===== config.mk =====
export PLATFORM = sky130hd
export DESIGN_NAME = arb_grant_fifo
export DESIGN_NICKNAME = d
export VERILOG_FILES = /design/src/rtl/arb_grant_fifo.sv
export SDC_FILE = /design/constraint.sdc
export NUM_CORES = 1
export LEC_CHECK = 0
export BUFFER_PORTS_ARGS = -buffer_cell sky130_fd_sc_hd__buf_4
export CAP_MARGIN = 0
export CORE_UTILIZATION = 52
export DETAILED_ROUTE_END_ITERATION = 16
export PLACE_DENSITY = 0.81
export SLEW_MARGIN = 30
export SYNTH_ARGS = -nofsm -noshare
export SYNTH_HDL_FRONTEND = slang
export SYNTH_SLANG_ARGS = --single-unit

===== constraint.sdc =====
create_clock -name clk -period 2.1 [get_ports clk]
set_input_delay 0.105 -clock clk [delete_from_list [all_inputs] [get_ports clk]]
set_output_delay 0.105 -clock clk [all_outputs]
set_load 0.01 [all_outputs]

===== src/rtl/arb_grant_fifo.sv =====
// arb_grant_fifo: captures the arbiter's granted requester (data + ID) into a
// small first-word-fall-through FIFO, presents the head over valid/ready,
// returns a one-cycle Ack per stored grant and keeps sticky protocol errors.
module arb_grant_fifo #(
   parameter int DW    = 8,
   parameter int DEPTH = 4
) (
   input  logic                   clk,
   input  logic                   rst_n,
   input  logic [3:0]             Grant,
   input  logic [4*DW-1:0]        Req_Data,
   output logic                   Out_Valid,
   input  logic                   Out_Ready,
   output logic [DW-1:0]          Out_Data,
   output logic [1:0]             Out_Id,
   output logic [3:0]             Ack,
   output logic [$clog2(DEPTH):0] Count,
   output logic                   Full,
   output logic                   Err_Multi_Grant,
   output logic                   Err_Overflow,
   input  logic                   Err_Clr
);

   localparam int AW = $clog2(DEPTH);
   localparam int CW = AW + 1;

   logic [DW-1:0] mem_data [DEPTH];
   logic [1:0]    mem_id   [DEPTH];
   logic [AW-1:0] wr_ptr;
   logic [AW-1:0] rd_ptr;
   logic [CW-1:0] count_q;
   logic [3:0]    ack_q;
   logic          err_multi_q;
   logic          err_ovf_q;

   logic          grant_multi;
   logic          grant_one;
   logic [1:0]    grant_id;
   logic [DW-1:0] grant_data;
   logic          pop;
   logic          push;
   logic          ovf_event;

   // Classify the grant and select the granted requester's ID and data slice
   always_comb begin
      grant_id    = 2'd0;
      grant_data  = '0;
      grant_multi = (Grant & (Grant - 4'd1)) != 4'd0;
      grant_one   = (Grant != 4'd0) && !grant_multi;
      for (int i = 0; i < 4; i++) begin
         if (Grant[i]) begin
            grant_id   = 2'(i);
            grant_data = Req_Data[i*DW +: DW];
         end
      end
   end

   // A full FIFO still accepts a push when the head leaves on the same edge
   always_comb begin
      pop       = Out_Valid && Out_Ready;
      push      = grant_one && (!Full || pop);
      ovf_event = grant_one && Full && !pop;
   end

   // Storage array; contents need no reset because validity comes from count_q
   always_ff @(posedge clk) begin
      if (push) begin
         mem_data[wr_ptr] <= grant_data;
         mem_id[wr_ptr]   <= grant_id;
      end
   end

   // Pointers and occupancy; pointers wrap naturally at DEPTH (power of two)
   always_ff @(posedge clk or negedge rst_n) begin
      if (!rst_n) begin
         wr_ptr  <= '0;
         rd_ptr  <= '0;
         count_q <= '0;
      end else begin
         if (push) wr_ptr <= wr_ptr + AW'(1);
         if (pop)  rd_ptr <= rd_ptr + AW'(1);
         case ({push, pop})
            2'b10:   count_q <= count_q + CW'(1);
            2'b01:   count_q <= count_q - CW'(1);
            default: count_q <= count_q;
         endcase
      end
   end

   // Ack pulse one cycle after acceptance; sticky errors where a new event beats a clear
   always_ff @(posedge clk or negedge rst_n) begin
      if (!rst_n) begin
         ack_q       <= '0;
         err_multi_q <= 1'b0;
         err_ovf_q   <= 1'b0;
      end else begin
         ack_q       <= push ? Grant : 4'd0;
         err_multi_q <= grant_multi || (err_multi_q && !Err_Clr);
         err_ovf_q   <= ovf_event || (err_ovf_q && !Err_Clr);
      end
   end

   assign Out_Valid       = (count_q != '0);
   assign Out_Data        = mem_data[rd_ptr];
   assign Out_Id          = mem_id[rd_ptr];
   assign Count           = count_q;
   assign Full            = (count_q == CW'(DEPTH));
   assign Ack             = ack_q;
   assign Err_Multi_Grant = err_multi_q;
   assign Err_Overflow    = err_ovf_q;

endmodule


==> Word-level counts from Yosys, hierarchy flattened <==
Memory sizes are Yosys's and may differ from the RTL's.
Index checks and enable logic that the tools add are counted.
{ "totals": {"out_inout_bits": 21, "romBits": 0, "register_bits": 13, "elab_cells": 46, "inputBits": 40, "latch_bits": 0, "n_memories": 2, "ramBits": 40} }
{ "op_classes": {"eq_ne": 3, "add_sub_neg": 5, "reduce_logical": 18, "bitwise_logic": 1, "n_shift": 0, "mul": 0, "magnitude_cmp": 0, "n_mux": 11, "n_div": 0} }
{ "mem_list": {"columns": ["name", "words", "word_bits", "read_ports", "rd_ports_with_merged_regs", "wr", "line_no", "text"], "rows": [
  ["mem_data", 4, 8, 1, 0, 1, "27", "logic [DW-1:0] mem_data [DEPTH];"],
  ["mem_id", 4, 2, 1, 0, 1, "28", "logic [1:0] mem_id [DEPTH];"]
]} }
{ "ops": {"columns": ["op", "n"], "rows": [
  ["8-bit two-way mux", 4],
  ["4-bit nonzero test", 2],
  ["1-bit logical AND", 7],
  ["3-bit case mux with 2 select lines", 1],
  ["2-bit by 1-bit adder with 2-bit output (second input constant)", 2],
  ["4-bit AND", 1],
  ["1-bit zero test", 4],
  ["2-bit two-way mux", 2],
  ["4-bit two-way mux", 1],
  ["4-bit by 1-bit subtractor with 4-bit output (second input constant)", 1],
  ["3-bit by 1-bit adder with 3-bit output (second input constant)", 1],
  ["3-bit == test (second input constant)", 1],
  ["1-bit logical OR", 3],
  ["1-bit two-way mux", 3],
  ["3-bit nonzero test", 1],
  ["3-bit by 1-bit subtractor with 3-bit output (second input constant)", 1],
  ["2-bit by 1-bit == test with 1-bit output (second input constant)", 1],
  ["2-bit == test (second input constant)", 1],
  ["2-bit nonzero test", 1]
]} }

==> Longest topological paths before layout <==
Gate-level depths: netlist of run 1.
{ "logic_depth": {"word_depth": 8, "mapped_depth": 8, "depth_no_buf": 7} }

==> Worst setup path after synthesis of run 1 <==
Ideal clock, no wire load.
{ "synth_timing": {"path_kind": "reg2reg", "startpoint": "register count_q[0] (netlist: Count[0])", "endpoint": "register count_q[2] (netlist: Count[2])", "slack_ps": 103, "arrival_ps": 1917, "path_stages_with_launch": 7, "required_ps": 2020, "setup_time_ps": 80, "path_buffers": 0, "period_less_slack_ps": 1997, "cell_sequence": "dfrtp_1 or3_1 and3_1 fa_1 and3_1 mux2i_1 xnor2_1"} }
{ "synth_via": {"elab_chain_cells": 6, "elab_cells_between_ends": 12, "classes_between": "2 x add/sub; 3 x eq/ne; 1 x mux; 6 x reduce/logical"} }
{ "synth_rtl": {"columns": ["item", "line_no", "text"], "rows": [
  ["start, declared", "31", "logic [CW-1:0] count_q;"],
  ["start signal, assigned", "83", "2'b10: count_q <= count_q + CW'(1);"],
  ["start signal, assigned", "84", "2'b01: count_q <= count_q - CW'(1);"],
  ["start signal, assigned", "85", "default: count_q <= count_q;"],
  ["3-bit nonzero test (*)", "103", "assign Out_Valid = (count_q != '0);"],
  ["via Out_Valid", "12", "output logic Out_Valid,"],
  ["1-bit logical AND (*)", "60", "pop = Out_Valid && Out_Ready;"],
  ["1-bit logical OR", "61", "push = grant_one && (!Full || pop);"],
  ["1-bit logical AND", "61", null],
  ["2-bit by 1-bit == test with 1-bit output or 2-bit == test (tied branches)", "82", "case ({push, pop})"],
  ["3-bit case mux with 2 select lines or 2-bit nonzero test (tied branches)", null, null]
]} }
Mark *: on every way through the listed nets, which the timed path passes. The rest lies on a longest branch.
A chain may end at the register's enable or synchronous reset.

==> Final worst setup path of run 1 <==
{ "layout_timing": {"startpoint": "register count_q[1] (netlist: Count[1])", "endpoint": "register count_q[2] (netlist: Count[2])"} }
{ "layout_via": {"elab_chain_cells": 6, "elab_cells_between_ends": 12, "classes_between": "2 x add/sub; 3 x eq/ne; 1 x mux; 6 x reduce/logical"} }
{ "layout_rtl": {"columns": ["item", "line_no"], "rows": [
  ["3-bit == test or 3-bit nonzero test (tied branches)", "107, 103"],
  ["1-bit zero test or 1-bit logical AND (tied branches)", "61, 60"],
  ["1-bit logical OR", "61"],
  ["1-bit logical AND", "61"],
  ["2-bit by 1-bit == test with 1-bit output or 2-bit == test (tied branches)", "82"],
  ["3-bit case mux with 2 select lines or 2-bit nonzero test (tied branches)", null]
]} }
Several ways; a longest one is shown, not always the timed one.

==> results of run 1 <==
-- area by class of cell --
class,instances,area (sq um),share of cell area (%)
clock buffer,5,68.8,2.26
sequential,53,1530,50.3
inverter,5,18.8,0.617
timing repair buffer,69,523,17.2
tap,52,65.1,2.14
multi-input combinational,89,820,26.9
clock inverter,3,17.5,0.576
-- power groups by stage --
stage	combinational, mW	clock (mW)	sequential, mW
after global routing	1.27	0.600	1.47
final	1.19	0.560	1.44
after floorplan	0.680	0	1.44
after global placement	1.09	0	1.46
after detailed placement	1.14	0	1.48
after CTS	1.15	0.566	1.46
-- cells by family (layout without fill, tap and decap cells) --
logic type	count (synthesis)	after routing	synth area share, %
DFF	53	53	63.1
and+or+nand+nor	41	41	9.57
AOI/OAI and AO/OA	22	22	7.29
buffers and inverters	15	82	3.05
muxes	14	14	11.2
adders and majority gates	6	6	3.31
xor gates and xnor gates	6	6	2.48
-- metal layers --
layer  vias up  GRT usage, %  share of wire [%]
met5         -             0                  0
met4         0          8.89                2.2
met3        13          4.91                4.6
met2        48          40.0                 53
met1       796          28.4                 40
li1        726             -                  -
-- per-stage QoR --
stage	cells	total power, mW	setup slack [ns]
2_1_floorplan	157	2.12	0.103
3_3_place_gp	264	2.55	0.179
3_5_place_dp	264	2.62	0.0830
4_1_cts	274	3.17	0.0578
5_1_grt	276	3.34	0.0117
6_report	276	3.19	0.0967
-- worst reg2reg max path: cells and delay by family (launching register included) --
family / cells / cell delay (ns)
flip-flops: 1 / 0.46
multiplexers: 1 / 0.17
adder cells (fa/ha/maj): 1 / 0.38
XOR/XNOR: 1 / 0.15
AND/OR/NAND/NOR: 3 / 0.78
-- state kept, by name (all words and copies together), names as in the netlist --
signal,flops
mem_data,32
mem_id,8
Ack,4
Count,3
rd_ptr,2
wr_ptr,2
Err_Multi_Grant,1
Err_Overflow,1
-- synth_stat cells --
| cell type | count | area (sq um) |
|---|---|---|
| mux2i_1 | 2 | 20.0 |
| ha_1 | 4 | 50.1 |
| buf_2 | 2 | 10.0 |
| mux4_2 | 10 | 225 |
| nand3_1 | 1 | 5.00 |
| nor3_1 | 1 | 5.00 |
| and2_1 | 8 | 50.1 |
| nor2b_1 | 2 | 12.5 |
| a211oi_4 | 1 | 20.0 |
| inv_1 | 5 | 18.8 |
| nor2_1 | 10 | 37.5 |
| fa_1 | 1 | 20.0 |
| mux2_4 | 1 | 15.0 |
| nand2_1 | 10 | 37.5 |
| nor4b_2 | 2 | 30.0 |
| buf_6 | 2 | 22.5 |
| a21oi_1 | 2 | 10.0 |
| or3_1 | 1 | 6.26 |
| and3_1 | 2 | 12.5 |
| or4b_4 | 1 | 13.8 |
| nand3b_1 | 1 | 7.51 |
| o22ai_1 | 2 | 12.5 |
| xor2_2 | 1 | 16.3 |
| xnor2_1 | 4 | 35.0 |
| a21o_1 | 1 | 7.51 |
| or2_2 | 1 | 6.26 |
| dfrtp_1 | 13 | 325 |
| o31ai_1 | 8 | 60.1 |
| mux2_1 | 1 | 11.3 |
| edfxtp_1 | 40 | 1200 |
| clkbuf_1 | 6 | 22.5 |
| nor3b_1 | 1 | 7.51 |
| a221oi_1 | 7 | 61.3 |
| o21ai_0 | 1 | 5.00 |
| xor2_1 | 1 | 8.76 |
| maj3_1 | 1 | 10.0 |
-- placed cells by master, fill, tap and decap left out --
master	n
a211oi_4	1
a21o_1	1
a21oi_1	2
a221oi_1	7
and2_1	8
and3_1	2
buf_4	67
clkbuf_8	5
clkinv_2	2
clkinvlp_4	1
dfrtp_1	11
dfrtp_2	2
dlygate4sd3_1	2
edfxtp_1	40
fa_1	1
ha_1	4
inv_1	5
maj3_1	1
mux2_1	1
mux2_4	1
mux2i_1	2
mux4_2	10
nand2_1	10
nand3_1	1
nand3b_1	1
nor2_1	10
nor2b_1	2
nor3_1	1
nor3b_1	1
nor4b_2	2
o21ai_0	1
o22ai_1	2
o31ai_1	8
or2_2	1
or3_1	1
or4b_4	1
xnor2_1	4
xor2_1	1
xor2_2	1
-- worst max-delay path by stage --
| stage | start | endpoint | slack [ns] | cells past startpoint |
|---|---|---|---|---|
| finish | Count[1] | Count[2] | 0.1 | 6 |
| CTS | Count[0] | Count[2] | 0.06 | 6 |
| detailed placement | Count[0] | Count[2] | 0.08 | 6 |
| global route | Count[1] | Count[2] | 0.01 | 6 |
| global placement | Count[0] | Count[2] | 0.18 | 6 |
| floorplan | Count[0] | Count[2] | 0.10 | 6 |
-- what timing repair did --
action	CTS	global route
endpoints found under the setup margin	0	1
gates resized for setup	0	2
hold endpoints to repair	15	0
buffers inserted	0	2
hold buffers	2	0
==> results_dict.tcl, run 1 <==
set metrics [dict create \
    cts_made_buffers 5 \
    synth_area_sq_um 2420 \
    gr-usage-all-layers_pct 23.1 \
    overflow 0 \
    core-area_sq_um 4410 \
    first_pass_iters 4 \
    reg2regPathDepth 6 \
    hold_class "primary input to flip-flop" \
    p_clk_share_pct 17.6 \
    crit_path_frequent_cell "and3_1" \
    cp-end-kind "flip-flop" \
    antenna_found_initial 0 \
    hold_violations 0 \
    slowest_stage "dfrtp_2" \
    first_global_vias 1650 \
    syn_inst 157 \
    dieArea_sq_um 4930 \
    pwr-share-seq_pct 45.2 \
    clk-insertion-delay-late_ns 0.31 \
    hold_ws_ns 0.0841 \
    hpwl_mm 3.68 \
    drc 0 \
    clk_pin_slew_worst_paths_ns 0.10 \
    ir_drop_mv 0.592 \
    crit_chain "or3_1 > and3_1 > fa_1 > and3_1 > mux2i_1 > xnor2_1" \
    r2r_start "Count[1]" \
    antenna_left 0 \
    area_delta_synth_final_pct 25.7 \
    place_area_sq_um 2920 \
    io_buffers 60 \
    synth_nets 202 \
    finalCritPeriodShare_pct 95.4 \
    required_ns 2.34 \
    cp_max_fo 7 \
    maxSlewViolCount 0 \
    cts_tree "built" \
    h-tree-depth 2 \
    power.density_nw_per_um2 1050 \
    viasPerCell 5.74 \
    drv_cap 0 \
    grt_max_degree 25 \
    routabilityCongestion 0.818 \
    diodes 0 \
    rows 24 \
    final_core_util_pct 68.9 \
    ys_seq_area_share_pct 63.1 \
    r2r_setup_slack_ns 0.1 \
    p_int_mw 2.19 \
    yosys_register_bits 53 \
    r2r-end "Count[2]" \
    avgSynthCellArea_sq_um 15.4 \
    hp-start "Grant[0]" \
    fmax_mhz 499 \
    relSlewSlack_pct 61.3 \
    die_h_microns 70.2 \
    drive_gt1_share_pct 42.0 \
    arrival_ns 2.24 \
    synth_cell_type_count 36 \
    yosys_warnings 0 \
    leakage_nw 1.22 \
    crit_buf_inv 0 \
    setup_viol 0 \
    crit_family "simple AND/OR/NAND/NOR gates" \
    grt_pass1_wl_mm 8.34 \
    routed_wl_mm 5.23 \
    period_needed_ns 2.00 \
    max_stage_delay_ns 0.46 \
    worst_slew_pin_slew_ns 0.580 \
    cts_sinks 53 \
    combPwrFrac_pct 37.2 \
    outcome "finished, final reports clean" \
    nFillCells 294 \
    hold_path_depth 2 \
    rsz0062_at_grt "false" \
    p_sw_share_pct 31.4 \
    routedWlPerCell_microns 19.0 \
    initial_utilization_pct 54.8 \
    io_pins 61 \
    crit_type "flip-flop to flip-flop" \
    tns_ns 0 \
    min_to "Ack[0]" \
    postLayoutCellArea_sq_um 3040 \
    cts_buffer_depth 2 \
    fin_nets 268 \
    critPathLaunchType "flip-flop" \
    root_buffer "clkbuf_8" \
    vias 1583 \
    drt_iter0_markers 144 \
    die_w_microns 70.2 \
    switchingPower_mw 1.00 \
    finClkSkew_ns 0.00839 \
]
(Power assumes the default switching activity.)
==> run 2, diff against run 1 <==
==> constraint.sdc (replaced) <==
create_clock -name clk -period 2.1 [get_ports clk]
set_input_delay 0.315 -clock clk [delete_from_list [all_inputs] [get_ports clk]]
set_output_delay 0.315 -clock clk [all_outputs]
set_load 0.01 [all_outputs]
==> results_dict.tcl, run 2 (same netlist as run 1, synthesis figures left out) <==
set metrics [dict create \
    outcome "finished, final reports clean" \
    core-area_sq_um 4410 \
    drt_iter0_markers 79 \
    critPathLaunchType "flip-flop" \
    gr-usage-all-layers_pct 24.8 \
    area_delta_synth_final_pct 28.5 \
    crit_path_end "Out_Data[0]" \
    leakage_nw 1.26 \
    hold_ws_ns 0.208 \
    drv_cap 0 \
    power.density_nw_per_um2 1110 \
    crit_start "rd_ptr[0]" \
    max_stage_delay_ns 0.55 \
    rows 24 \
    die_h_microns 70.2 \
    h-tree-depth 2 \
    crit_path_frequent_cell "buf_4" \
    multiInputGateArea_sq_um 825 \
    ir_drop_mv 0.653 \
    hpwl_mm 4.15 \
    cp.depth 3 \
    relSlewSlack_pct 61.6 \
    r2r_setup_slack_ns 0.13 \
    fin_nets 270 \
    io_pins 61 \
    maxSlewViolCount 0 \
    fmax_mhz 494 \
    slowest_stage "mux4_2" \
    first_global_vias 1761 \
    diodes 0 \
    grt_pass1_wl_mm 8.94 \
    reg2regPathDepth 6 \
    final_common_cell "buf_4" \
    crit_family "multiplexers" \
    final_core_util_pct 70.4 \
    hold_class "primary input to flip-flop" \
    largest_register_ffs 32 \
    crit_chain "buf_4 > mux4_2 > buf_4" \
    routedWlPerCell_microns 20.2 \
    hold_violations 0 \
    rsz0062_at_grt "false" \
    routabilityCongestion 0.813 \
    top_register "mem_data" \
    crit_buf_inv 2 \
    cts_sinks 53 \
    first_pass_iters 4 \
    viasPerCell 5.91 \
    nFillCells 283 \
    crit_type "flip-flop to output pin" \
    r2r-end "Count[2]" \
    period_needed_ns 2.02 \
    tns_ns 0 \
    antenna_found_initial 0 \
    root_buffer "clkbuf_8" \
    cp_max_fo 10 \
    arrival_ns 1.71 \
    dieArea_sq_um 4930 \
    cts_buffer_depth 2 \
    antenna_left 0 \
    clk-insertion-delay-late_ns 0.31 \
    finClkSkew_ns 0.00689 \
    cts_made_buffers 5 \
    required_ns 1.78 \
    io_buffers 60 \
    regArea_sq_um 1530 \
    die_w_microns 70.2 \
    setup_viol 0 \
    finalCritPeriodShare_pct 96.4 \
    overflow 0 \
    r2r_start "Count[1]" \
    grt_max_degree 18 \
    routed_wl_mm 5.62 \
    worst_slew_pin_slew_ns 0.572 \
    cp-end-kind "output pin" \
    cts_tree "built" \
    vias 1642 \
    initial_utilization_pct 54.8 \
    layout_common_cells "buf_4, edfxtp_1, dfrtp_1" \
    clk_pin_slew_worst_paths_ns 0.10 \
    drive_gt1_share_pct 42.9 \
    drc 0 \
]
## run 2: cell count changes in the layout (fill, tap and decap cells not counted), sizes merged
cell	before	now
bufinv	0	2
buf	67	70
clkinv	2	0
clkinvlp	1	0
inv	5	6
dlygate4sd3	2	1
## run 2: repair_timing
action,4_1_cts,5_1_grt
hold endpoints to repair,13,0
setup buffers,0,0
setup endpoints to repair,0,2
hold buffers,1,0
resized for setup,0,2
## run 2: area by class of cell
class	instances	area share, %
sequential	53	49.1
multi-input combinational	89	26.5
timing repair buffer	71	17.2
clock buffer	5	2.21
clock inverter	3	2.21
tap	52	2.09
inverter	5	0.604
## run 2: where the power goes
group	switching, mW	total (mW)	internal, mW
combinational	0.529	1.18	0.652
clock	0.337	0.816	0.480
sequential	0.158	1.47	1.31
## run 2: worst min-delay path by stage
stage	start	end	slack [ns]	cells after the start
CTS	Err_Clr	Err_Multi_Grant	0.19	2
finish	Err_Clr	Err_Multi_Grant	0.21	2
global route	Err_Clr	Err_Multi_Grant	0.19	2
global placement	rst_n	rd_ptr[1]	0.16	1
detailed placement	rst_n	Ack[3]	0.17	1
floorplan	rst_n	Ack[0]	0.02	0
## run 2: per-stage QoR
stage	power (mW)	setup WS [ns]	cells	area [sq um]
2_1_floorplan	2.12	0.103	157	2420
3_3_place_gp	2.57	0.121	269	2960
3_5_place_dp	2.65	0.0113	269	2960
4_1_cts	3.46	0.0606	278	3100
5_1_grt	3.60	0.00469	278	3110
6_report	3.46	0.0763	278	3110
## run 2: worst register-to-register path, cell delays in order (launching register included)
cell and delay, ns:
dfrtp_2 0.47, or3_4 0.40, and3_1 0.21, fa_1 0.37, and3_1 0.16, mux2i_1 0.16
xnor2_1 0.13
## run 2: metal layers
| metal | GRT usage [%] | wire (microns) |
|---|---|---|
| met1 | 29.5 | 2170 |
| met2 | 44.7 | 3110 |
| met3 | 5.63 | 237 |
| met5 | 0 | 0 |
| met4 | 8.00 | 97 |
==> run 3, diff against run 2 <==
--- a/config.mk
+++ b/config.mk
@@ -7,2 +7,3 @@
 export LEC_CHECK = 0
+export ABC_AREA = 1
 export BUFFER_PORTS_ARGS = -buffer_cell sky130_fd_sc_hd__buf_4
==> constraint.sdc (replaced) <==
create_clock -name clk -period 1.95 [get_ports clk]
set_input_delay 0.195 -clock clk [delete_from_list [all_inputs] [get_ports clk]]
set_output_delay 0.195 -clock clk [all_outputs]
set_load 0.01 [all_outputs]
==> results_dict.tcl, run 3 <==
set metrics [dict create \
    outcome "finished, final reports clean" \
    yosysMostFrequentCell "edfxtp_1" \
    routedWlPerCell_microns 14.0 \
    setup_viol 0 \
    critPathLaunchType "flip-flop" \
    maxSlewViolCount 0 \
    required_ns 2.15 \
    rows 24 \
    cp-end-kind "flip-flop" \
    final_core_util_pct 69.1 \
    antenna_found_initial 0 \
    synth.area.top_cells "edfxtp_1, dfrtp_1, o21ai_0" \
    gr-usage-all-layers_pct 21.0 \
    ys.flop_type "edfxtp_1" \
    postLayoutCellArea_sq_um 3050 \
    reg2regPathDepth 13 \
    top_register "mem_data" \
    hpwl_mm 3.62 \
    clk_pin_slew_worst_paths_ns 0.09 \
    vias 1817 \
    tns_ns 0 \
    crit_type "flip-flop to flip-flop" \
    first_pass_iters 4 \
    synth_area_sq_um 2430 \
    grt_max_degree 22 \
    yosys_warnings 0 \
    cts_buffer_depth 2 \
    ir_drop_mv 0.673 \
    r2r_start "Count[0]" \
    routabilityCongestion 0.784 \
    power.density_nw_per_um2 1160 \
    min_to "Err_Multi_Grant" \
    synth_nets 278 \
    io_buffers 60 \
    drc 0 \
    clk-insertion-delay-late_ns 0.30 \
    finalCritPeriodShare_pct 94.3 \
    root_buffer "clkbuf_8" \
    antenna_left 0 \
    die_w_microns 70.4 \
    drive_gt1_share_pct 29.6 \
    r2r_setup_slack_ns 0.11 \
    synth.cells.most_frequent "edfxtp_1, nor2_1, inv_1, nand2_1, o21ai_0" \
    routed_wl_mm 4.95 \
    synth_top_area_cell "edfxtp_1" \
    hold_class "primary input to flip-flop" \
    die_h_microns 70.4 \
    diodes 0 \
    worst_slew_pin_slew_ns 0.476 \
    overflow 0 \
    yosys_register_bits 53 \
    async_flop_share_pct 24.5 \
    area_delta_synth_final_pct 25.5 \
    hp-start "Err_Clr" \
    ys_seq_area_share_pct 62.8 \
    period_needed_ns 1.84 \
    cts_tree "built" \
    dp.cells 344 \
    syn_inst 233 \
    leakage_nw 1.32 \
    cts_sinks 53 \
    avgSynthCellArea_sq_um 10.4 \
    relSlewSlack_pct 68.1 \
    post_cts_buffers 0 \
    io_pins 61 \
    grt_pass1_wl_mm 8.00 \
    fmax_mhz 544 \
    finClkSkew_ns 0.00783 \
    final_common_cell "buf_4" \
    synth_top_area_share_pct 49.4 \
    hold_path_depth 2 \
    place_area_sq_um 2950 \
    core-area_sq_um 4410 \
    layout_common_cells "buf_4, edfxtp_1, nor2_1, inv_1, nand2_1" \
    drt_iter0_markers 47 \
    arrival_ns 2.04 \
    cts_made_buffers 5 \
    dieArea_sq_um 4950 \
    synth-edff-count 40 \
    drv_cap 0 \
    h-tree-depth 2 \
    r2r-end "Count[2]" \
    first_global_vias 1692 \
    largest_register_ffs 32 \
    fin_nets 345 \
    viasPerCell 5.15 \
    synth_cell_type_count 23 \
    hold_violations 0 \
    hold_ws_ns 0.0826 \
    fin_cells 353 \
    initial_utilization_pct 55.0 \
    cp_max_fo 4 \
]
==> run 3: what timing repair did <==
item / 4_1_cts / 5_1_grt
endpoints found under the setup margin: 0 / 1
gates resized for setup: 0 / 2
hold buffers: 1 / 0
endpoints found under the hold margin: 13 / 0
==> run 3: report_power, final <==
part	switching (mW)	internal (mW)	total (mW)
Sequential	0.129	1.40	1.53
Combinational	0.805	0.631	1.44
Clock	0.329	0.249	0.579
==> run 3: critical path: stages (launching register included) <==
cell and delay, ns:
dfrtp_2 0.45, nor2_2 0.14, nand2_1 0.09, nand2_2 0.10
inv_1 0.08, nand2_4 0.09, inv_1 0.05, fa_1 0.38
inv_1 0.08, nand2_2 0.06, nand2_1 0.06, nand2_1 0.05
nand2_1 0.06, inv_1 0.04
==> run 3: worst max path at each step <==
stage | from | to | slack, ns | cells after the start
final | Count[0] | Count[2] | 0.11 | 13
after global routing | Count[0] | Count[2] | -0.04 | 13
after CTS | Count[0] | Count[2] | 0.10 | 13
after detailed placement | Count[0] | Count[2] | 0.10 | 13
after global placement | Count[0] | Count[2] | 0.21 | 13
after floorplan | Count[0] | mem_data[0][0] | 0.05 | 7
==> run 3: metal layers <==
metal / part of all wire, % / track usage [%]
met5: 0 / 0
met4: 0.69 / 7.56
met3: 6.2 / 4.18
met2: 50 / 33.9
met1: 43 / 28.3
==> run 3: logic make-up (layout without fill, tap and decap cells) <==
kind of cell	after synthesis	count (layout)	share of synthesized area, %
AO/OA/AOI/OAI	50	50	11.0
flip-flops	53	53	62.8
XOR/XNOR	3	3	1.08
adder cells (fa/ha/maj)	5	5	2.88
AND/OR/NAND/NOR	85	85	15.9
buffers and inverters	37	105	6.33
==> run 3: cell type report <==
class | instances | area (sq um)
inverter | 29 | 109
timing repair buffer | 68 | 513
clock inverter | 2 | 10.0
fill | 330 | 1370
tap | 52 | 65.1
multi-input combinational | 143 | 752
clock buffer | 6 | 72.6
sequential | 53 | 1530
==> run 3: per-stage QoR <==
step           total power, mW  setup slack (ns)
2_1_floorplan             2.36            0.0517
3_3_place_gp              2.93             0.214
3_5_place_dp              2.99             0.104
4_1_cts                   3.56             0.101
5_1_grt                   3.77           -0.0371
6_report                  3.55             0.111
